==> src/rtl/uart_rx_fifo.sv <==
// uart_rx_fifo: receive-side byte FIFO placed after a UART receiver, with level, overflow and irq reporting
//   i_Clock, rst_ni (async, active-low)
//   i_rx_dv/i_rx_byte  : one-cycle byte strobe from the receiver (push)
//   i_rd_en            : pop request; o_rd_data is the first-word fall-through head (8'h00 when empty)
//   o_empty/o_full/o_level : occupancy, from a dedicated AW+1-bit level counter
//   i_thresh/o_thresh_irq  : registered watermark irq, 0 disables
//   o_overflow/i_clr_ovf   : sticky drop flag and its clear (set wins)
//   i_flush                : empties the FIFO, highest priority
//   i_timeout_cycles/o_timeout_irq : idle timeout, only built when UART_RX_TIMEOUT_EN is defined
module uart_rx_fifo #(
  parameter int DEPTH = 16,
  parameter int AW    = 4
) (
  input  logic          i_Clock,
  input  logic          rst_ni,
  input  logic          i_rx_dv,
  input  logic [7:0]    i_rx_byte,
  input  logic          i_rd_en,
  output logic [7:0]    o_rd_data,
  output logic          o_empty,
  output logic          o_full,
  output logic [AW:0]   o_level,
  input  logic [AW:0]   i_thresh,
  output logic          o_thresh_irq,
  output logic          o_overflow,
  input  logic          i_clr_ovf,
  input  logic          i_flush,
  input  logic [15:0]   i_timeout_cycles,
  output logic          o_timeout_irq
);
  localparam logic [AW:0] L_FULL = (AW+1)'(DEPTH);
  logic [7:0]    r_mem [DEPTH];
  logic [AW-1:0] r_wr_ptr, r_rd_ptr;
  logic [AW:0]   r_level, w_level_nxt;
  logic          r_ovf, r_thresh_irq;
  logic          w_pop, w_push, w_drop;
  assign o_empty   = r_level == '0;
  assign o_full    = r_level == L_FULL;
  assign o_level   = r_level;
  assign o_rd_data = o_empty ? 8'h00 : r_mem[r_rd_ptr];
  assign o_overflow   = r_ovf;
  assign o_thresh_irq = r_thresh_irq;
  assign w_pop  = i_rd_en && !o_empty;
  // a same-cycle pop frees the slot, so a full FIFO still accepts the byte
  assign w_push = i_rx_dv && (!o_full || w_pop);
  assign w_drop = i_rx_dv && o_full && !w_pop && !i_flush;
  assign w_level_nxt = i_flush ? '0 : r_level + (AW+1)'(w_push) - (AW+1)'(w_pop);
  always_ff @(posedge i_Clock or negedge rst_ni) begin
    if (!rst_ni) begin
      r_wr_ptr     <= '0;
      r_rd_ptr     <= '0;
      r_level      <= '0;
      r_ovf        <= 1'b0;
      r_thresh_irq <= 1'b0;
    end else begin
      r_wr_ptr     <= i_flush ? '0 : r_wr_ptr + AW'(w_push);
      r_rd_ptr     <= i_flush ? '0 : r_rd_ptr + AW'(w_pop);
      r_level      <= w_level_nxt;
      r_ovf        <= w_drop || (r_ovf && !i_clr_ovf);
      r_thresh_irq <= (i_thresh != '0) && (w_level_nxt >= i_thresh);
    end
  end
  // storage is deliberately not reset; emptiness masks stale contents
  always_ff @(posedge i_Clock) begin
    if (w_push && !i_flush) r_mem[r_wr_ptr] <= i_rx_byte;
  end
`ifdef UART_RX_TIMEOUT_EN
  logic [15:0] r_tmo_cnt;
  logic        r_tmo_irq;
  always_ff @(posedge i_Clock or negedge rst_ni) begin
    if (!rst_ni) begin
      r_tmo_cnt <= '0;
      r_tmo_irq <= 1'b0;
    end else begin
      r_tmo_cnt <= (i_flush || w_push || w_pop) ? '0 :
                   (r_level != '0 && r_tmo_cnt != 16'hFFFF) ? r_tmo_cnt + 16'd1 : r_tmo_cnt;
      // sticky until a pop or flush; pushes only restart the idle count
      r_tmo_irq <= (i_flush || w_pop) ? 1'b0 :
                   (i_timeout_cycles != '0 && r_tmo_cnt == i_timeout_cycles) ? 1'b1 : r_tmo_irq;
    end
  end
  assign o_timeout_irq = r_tmo_irq;
`else
  logic w_unused_tmo;
  assign w_unused_tmo  = ^i_timeout_cycles;
  assign o_timeout_irq = 1'b0;
`endif
endmodule

==> config.mk <==
export PLATFORM = sky130hd
export DESIGN_NAME = uart_rx_fifo
export DESIGN_NICKNAME = d
export VERILOG_FILES = /design/src/rtl/uart_rx_fifo.sv
export SDC_FILE = /design/constraint.sdc
export NUM_CORES = 1
export LEC_CHECK = 0
export CELL_PAD_IN_SITES_DETAIL_PLACEMENT = 0
export CELL_PAD_IN_SITES_GLOBAL_PLACEMENT = 2
export CORE_MARGIN = 2
export CORE_UTILIZATION = 44
export CTS_BUF_LIST = sky130_fd_sc_hd__clkbuf_8 sky130_fd_sc_hd__clkbuf_16
export CTS_CLUSTER_DIAMETER = 200
export DETAILED_ROUTE_END_ITERATION = 16
export PLACE_DENSITY = 0.83
export SYNTH_ARGS = -nofsm -noshare
export SYNTH_HDL_FRONTEND = slang
export SYNTH_SLANG_ARGS = --single-unit
==> constraint.sdc <==
create_clock -name i_Clock -period 3.75 [get_ports i_Clock]
set_clock_uncertainty 0.15 [all_clocks]
set_input_delay 0.75 -clock i_Clock [delete_from_list [all_inputs] [get_ports i_Clock]]
set_output_delay 0.75 -clock i_Clock [all_outputs]
set_load 0.02 [all_outputs]
* After elaboration in Yosys (flattened, before gate mapping) *
Memory sizes are Yosys's and may differ from the RTL's.
Cells that the tools add are included.

operators by class
  add/sub/neg operators = 4
  order comparisons = 1
  eq/ne operators = 1
  multiplexer cells = 6
  reduce and logical (&&, ||, !) cells = 17

operator list
  cell                                         number
  4-bit by 1-bit adder with 4-bit output       2
  1-bit logical AND                            8
  4-bit 2-to-1 mux                             2
  8-bit 2-to-1 mux                             1
  5-bit by 1-bit adder with 5-bit output       1
  5-bit equality test (second input constant)  1
  5-bit greater-or-equal comparator            1
  1-bit logical NOT                            5
  5-bit logical NOT                            1
  5-bit 2-to-1 mux                             1
  5-bit nonzero test                           1
  5-bit by 1-bit subtractor with 5-bit output  1
  1-bit logical OR                             2
  1-bit 2-to-1 mux                             2

word-level totals
  flip-flop bits (word level) = 15
  RAM bits = 128
  input port bits = 35
  logic and storage cells = 35
  memories = 1

memory list
  name   depth  width  read ports  clocked after Yosys merged registers in  write ports  RTL line  RTL
  r_mem  16     8      1           0                                        1            32        logic [7:0] r_mem [DEPTH];

* Logic depth before layout (Yosys ltp) *
  depth in word-level cells = 10
  depth in mapped cells = 17
  gate-level depth less buffers = 16

* Worst setup path before layout *
No wires, ideal clock.

  path type = register to register
  from = register r_level[3] (netlist: o_level[3])
  to = register r_thresh_irq (netlist: o_thresh_irq)
  setup time = 0.127 ns
  arrival = 3.294 ns
  required time = 3.473 ns
  path slack = 0.180 ns
  stages on the path, launching flop included = 18
  path buffers = 1
  clock period less this slack = 3.570 ns
  path through = dfrtp_1 -> inv_1 -> ha_1 -> nor4b_1 -> buf_2 -> xnor2_1 -> nand2_1 -> o21ai_0 -> ha_1 -> inv_1 -> fa_1 -> nor2b_1 -> o21bai_1 -> nand3_1 -> nor3b_1 -> ha_1 -> o22ai_1 -> a21oi_1

between the ends
  cells in the longest elaborated chain, start to end = 10

ends and longest elaborated chain
  element                                          RTL line  RTL
  from (decl)                                      34        logic [AW:0] r_level, w_level_nxt;
  from (signal assigned)                           58        r_level <= w_level_nxt;
  5-bit logical NOT (*)                            37        assign o_empty = r_level == '0;
  net o_empty                                      20        output logic o_empty,
  1-bit logical NOT (*)                            43        assign w_pop = i_rd_en && !o_empty;
  1-bit logical AND (*)                            43
  1-bit logical OR                                 45        assign w_push = i_rx_dv && (!o_full || w_pop);
  1-bit logical AND                                45
  5-bit by 1-bit adder with 5-bit output           47        assign w_level_nxt = i_flush ? '0 : r_level + (AW+1)'(w_push) - (AW+1)'(w_pop);
  5-bit by 1-bit subtractor with 5-bit output (*)  47
  5-bit 2-to-1 mux (*)                             47
  net w_level_nxt[4]                               34
  5-bit greater-or-equal comparator (*)            60        r_thresh_irq <= (i_thresh != '0) && (w_level_nxt >= i_thresh);
  1-bit logical AND (*)                            60
  to (signal assigned)                             60
  to (decl)                                        35        logic r_ovf, r_thresh_irq;

The timed path passes the listed nets; every way through them passes the cells marked *.

* Worst setup path after layout *
  from = register r_rd_ptr[0]
  to = output port o_rd_data[2]

between the ends
  cells in the longest elaborated chain, start to end = 2

ends and longest elaborated chain
  element                 RTL line  RTL
  from (decl)             33        logic [AW-1:0] r_wr_ptr, r_rd_ptr;
  from (signal assigned)  57        r_rd_ptr <= i_flush ? '0 : r_rd_ptr + AW'(w_pop);
  memory 16 x 8 bit       n/a
  8-bit 2-to-1 mux        40        assign o_rd_data = o_empty ? 8'h00 : r_mem[r_rd_ptr];
  to (decl)               19        output logic [7:0] o_rd_data,

Every way passes these cells.

==> results.cfg <==
[drt]
first_pass_iters = 4
ant_nets = 0
vias = 3011
drtIter0Drc = 342
drt-total-wl_um = 11600
vias_per_cell = 5.38
post_drt_wl_per_cell_um = 20.8
drc = 0

[worst_setup_path]
worst_setup_path_end_kind = primary output
worstSetupPathType = reg2out
regToRegSetupSlack_ns = 0.41
crit_path_max_fanout = 15
critPathLaunch = r_rd_ptr[0]
start_kind = register
worstReg2RegStart = o_level[2]
crit_required_ns = 2.85
rr_endpoint = o_thresh_irq
r2r_cells = 16
worstPathArrival_ns = 2.77

[place]
placed_area_um2 = 6770
post-place-ws_ns = 0.0857
dp.cells = 529
hpwl_um = 7390
place.gp.congestion = 0.757
port_buffers = 35

[clock_tree]
clock_sinks = 143
cts_root_buffer = clkbuf_16
clkTransAtPathRegs_ns = 0.05
numCtsBuffers = 17
cts_tree = built
h-tree-depth = 4
postCtsHoldBufs = 0
clk_latency_ns = 0.41
cts_buffer_depth = 2

[finish]
drive_above_1_share_pct = 22.7
syn_to_final_growth_pct = 21.9
nets = 422
antenna_cells = 0
fin_cells = 560
nFillCells = 1033
seq_area_um2 = 4220
multi_input_area_um2 = 1710
stdcell_area_um2 = 7400

[timing]
fin_hold_ws_ns = 0.393
period_minus_slack_ns = 3.67
tightest_slew_ns = 0.708
finalHoldViolations = 0
grt_setup_unrepaired = false
tns_ns = 0
maxSlewViolCount = 0
setup_violations = 0
fmax_mhz = 272
maxSlewHeadroom_pct = 52.7
fin_crit_sh_pct = 98.0
fin_ws_ns = 0.0758

[floorplan]
die_x_um = 121
floorplan.die_area_um2 = 14700
ioPinCount = 53
coreArea_um2 = 13300
start_util_pct = 45.5
num_rows = 42
die_h_um = 121

[run_status]
status = complete, no violations

[yosys]
synth.most_common_cell = edfxtp_1
synth_area_per_cell_um2 = 19.8
synthSimpleGateAreaFrac_pct = 6.54
synthArstFlopShare_pct = 10.5
yosys.area_share.adder_pct = 3.22
yosysWarningCount = 0
synthDistinctLibCells = 38
yosys.area_share.xor_xnor_pct = 1.01
synthesis.instances = 306
synth_edf_count = 128
synth_common_cells = 128 x edfxtp_1, 20 x mux4_1, 20 x mux4_2, 18 x nor2_1, 15 x dfrtp_1
synth_top_area_share_pct = 63.3
synthesis.area_um2 = 6070
yosysTopAreaCell = edfxtp_1
syn_nets = 356
synth_top_family_by_area = multiplexers
ys_top_cells_by_area = edfxtp_1 63%, mux4_1 8.7%, mux4_2 7.4%
seq_area_frac_synth_pct = 69.5
yosys_most_used_dff = edfxtp_1
synth-seq-cells = 143
synth_compound_gate_area_share_pct = 1.13
synthMuxAreaShare_pct = 16.1

[grt]
grt_max_degree = 19
grt_pass1_wl_um = 17700
antenna_found_initial = 0
grt_pass1_vias = 3064
grt_overflow = 0
track_usage_pct = 17.0

[hold_path]
worstHoldStart = o_overflow
min_path_cells = 2
hold_path_class = reg2reg
whs_endpoint = o_overflow

[pwr]
pwr-share-clk_pct = 35.4
ir_worst_vdd_mv = 0.330
pwr-share-comb_pct = 27.2
switching_share_pct = 26.0
cell_internal_pwr_mw = 3.67
p_seq_share_pct = 37.4
p_leak_nw = 2.59
switchingPower_mw = 1.29
power.density_nw_per_um2 = 671

[job]
drv_cap = 0
[area by class of cell]
type                            instances  area share, %
Inverter                               14          0.711
Multi-Input combinational cell        135           23.2
Sequential cell                       143           57.1
Clock buffer                           17           5.75
Tap cell                              176           2.98
Clock inverter                         14           2.69
Timing Repair Buffer                   61           7.63
[flip-flops by register name (all words and copies together) (netlist names)]
signal        count
r_rd_ptr          4
o_thresh_irq      1
r_mem           128
o_level           5
o_overflow        1
r_wr_ptr          4
[worst max path at each step]
stage	endpoint	slack [ns]
floorplan	o_thresh_irq	0.18
global placement	o_thresh_irq	0.15
finish	o_rd_data[2]	0.08
global route	o_rd_data[3]	0.004
detailed placement	o_thresh_irq	0.09
CTS	o_rd_data[2]	0.06
[cell families after synthesis]
family                     Yosys count
buffers and inverters               28
DFF                                143
other                                1
adders and majority gates           15
xor gates and xnor gates             7
AOI/OAI and AO/OA                   11
muxes                               40
and+or+nand+nor                     61
[through the flow]
stage / utilization [%] / total power [mW]
CTS: 55.4 / 5.02
finish: 55.4 / 4.96
floorplan: - / 2.83
detailed placement: 50.7 / 3.25
global placement: 50.7 / 3.23
global route: 55.4 / 5.18
[cells in the final DEF (no fill, tap or decap), types with 3 or more instances in the layout]
cell type | netlist | routed
edfxtp_1 | 128 | 128
clkdlybuf4s50_1 | 0 | 34
buf_4 | 1 | 24
mux4_1 | 20 | 20
mux4_2 | 20 | 20
nor2_1 | 18 | 18
clkbuf_16 | 0 | 17
inv_1 | 13 | 14
ha_1 | 14 | 14
dfrtp_1 | 15 | 14
nor2b_4 | 8 | 8
nor2b_1 | 7 | 7
nand2b_1 | 6 | 6
bufinv_16 | 0 | 5
nand2_1 | 4 | 4
xnor2_1 | 4 | 4
nor3_1 | 4 | 4
a21oi_1 | 3 | 3
xor2_1 | 3 | 3
nand3_1 | 3 | 3
or4_1 | 3 | 3
clkinv_2 | 0 | 3
clkinvlp_4 | 0 | 3
[per-layer routing]
metal | routed length [µm] | part of all wire (%) | up-vias | global-route usage [%]
li1 | - | - | 1369 | -
met1 | 4950 | 43 | 1546 | 22.2
met2 | 5940 | 51 | 81 | 27.4
met3 | 573 | 4.9 | 15 | 4.04
met4 | 185 | 1.6 | 0 | 6.82
met5 | 0 | 0 | - | 0
[critical path, cell delays in order, from the launching register on]
cell	delay (ns)
dfrtp_2	0.41
buf_8	0.20
mux4_1	0.59
mux4_2	0.47
nor2b_4	0.14
clkdlybuf4s50_1	0.54
[power groups by stage]
stage | sequential (mW) | combinational, mW | clock [mW]
2_1_floorplan | 1.90 | 0.929 | 0
3_3_place_gp | 1.88 | 1.35 | 0
3_5_place_dp | 1.89 | 1.36 | 0
4_1_cts | 1.86 | 1.38 | 1.79
5_1_grt | 1.86 | 1.47 | 1.85
6_report | 1.86 | 1.35 | 1.76
[repair_timing]
action                     4_1_cts  5_1_grt
gates resized for setup          3        0
setup buffers                    0        0
setup endpoints to repair        4        0
Note: power is estimated with default switching activity, not from simulation.
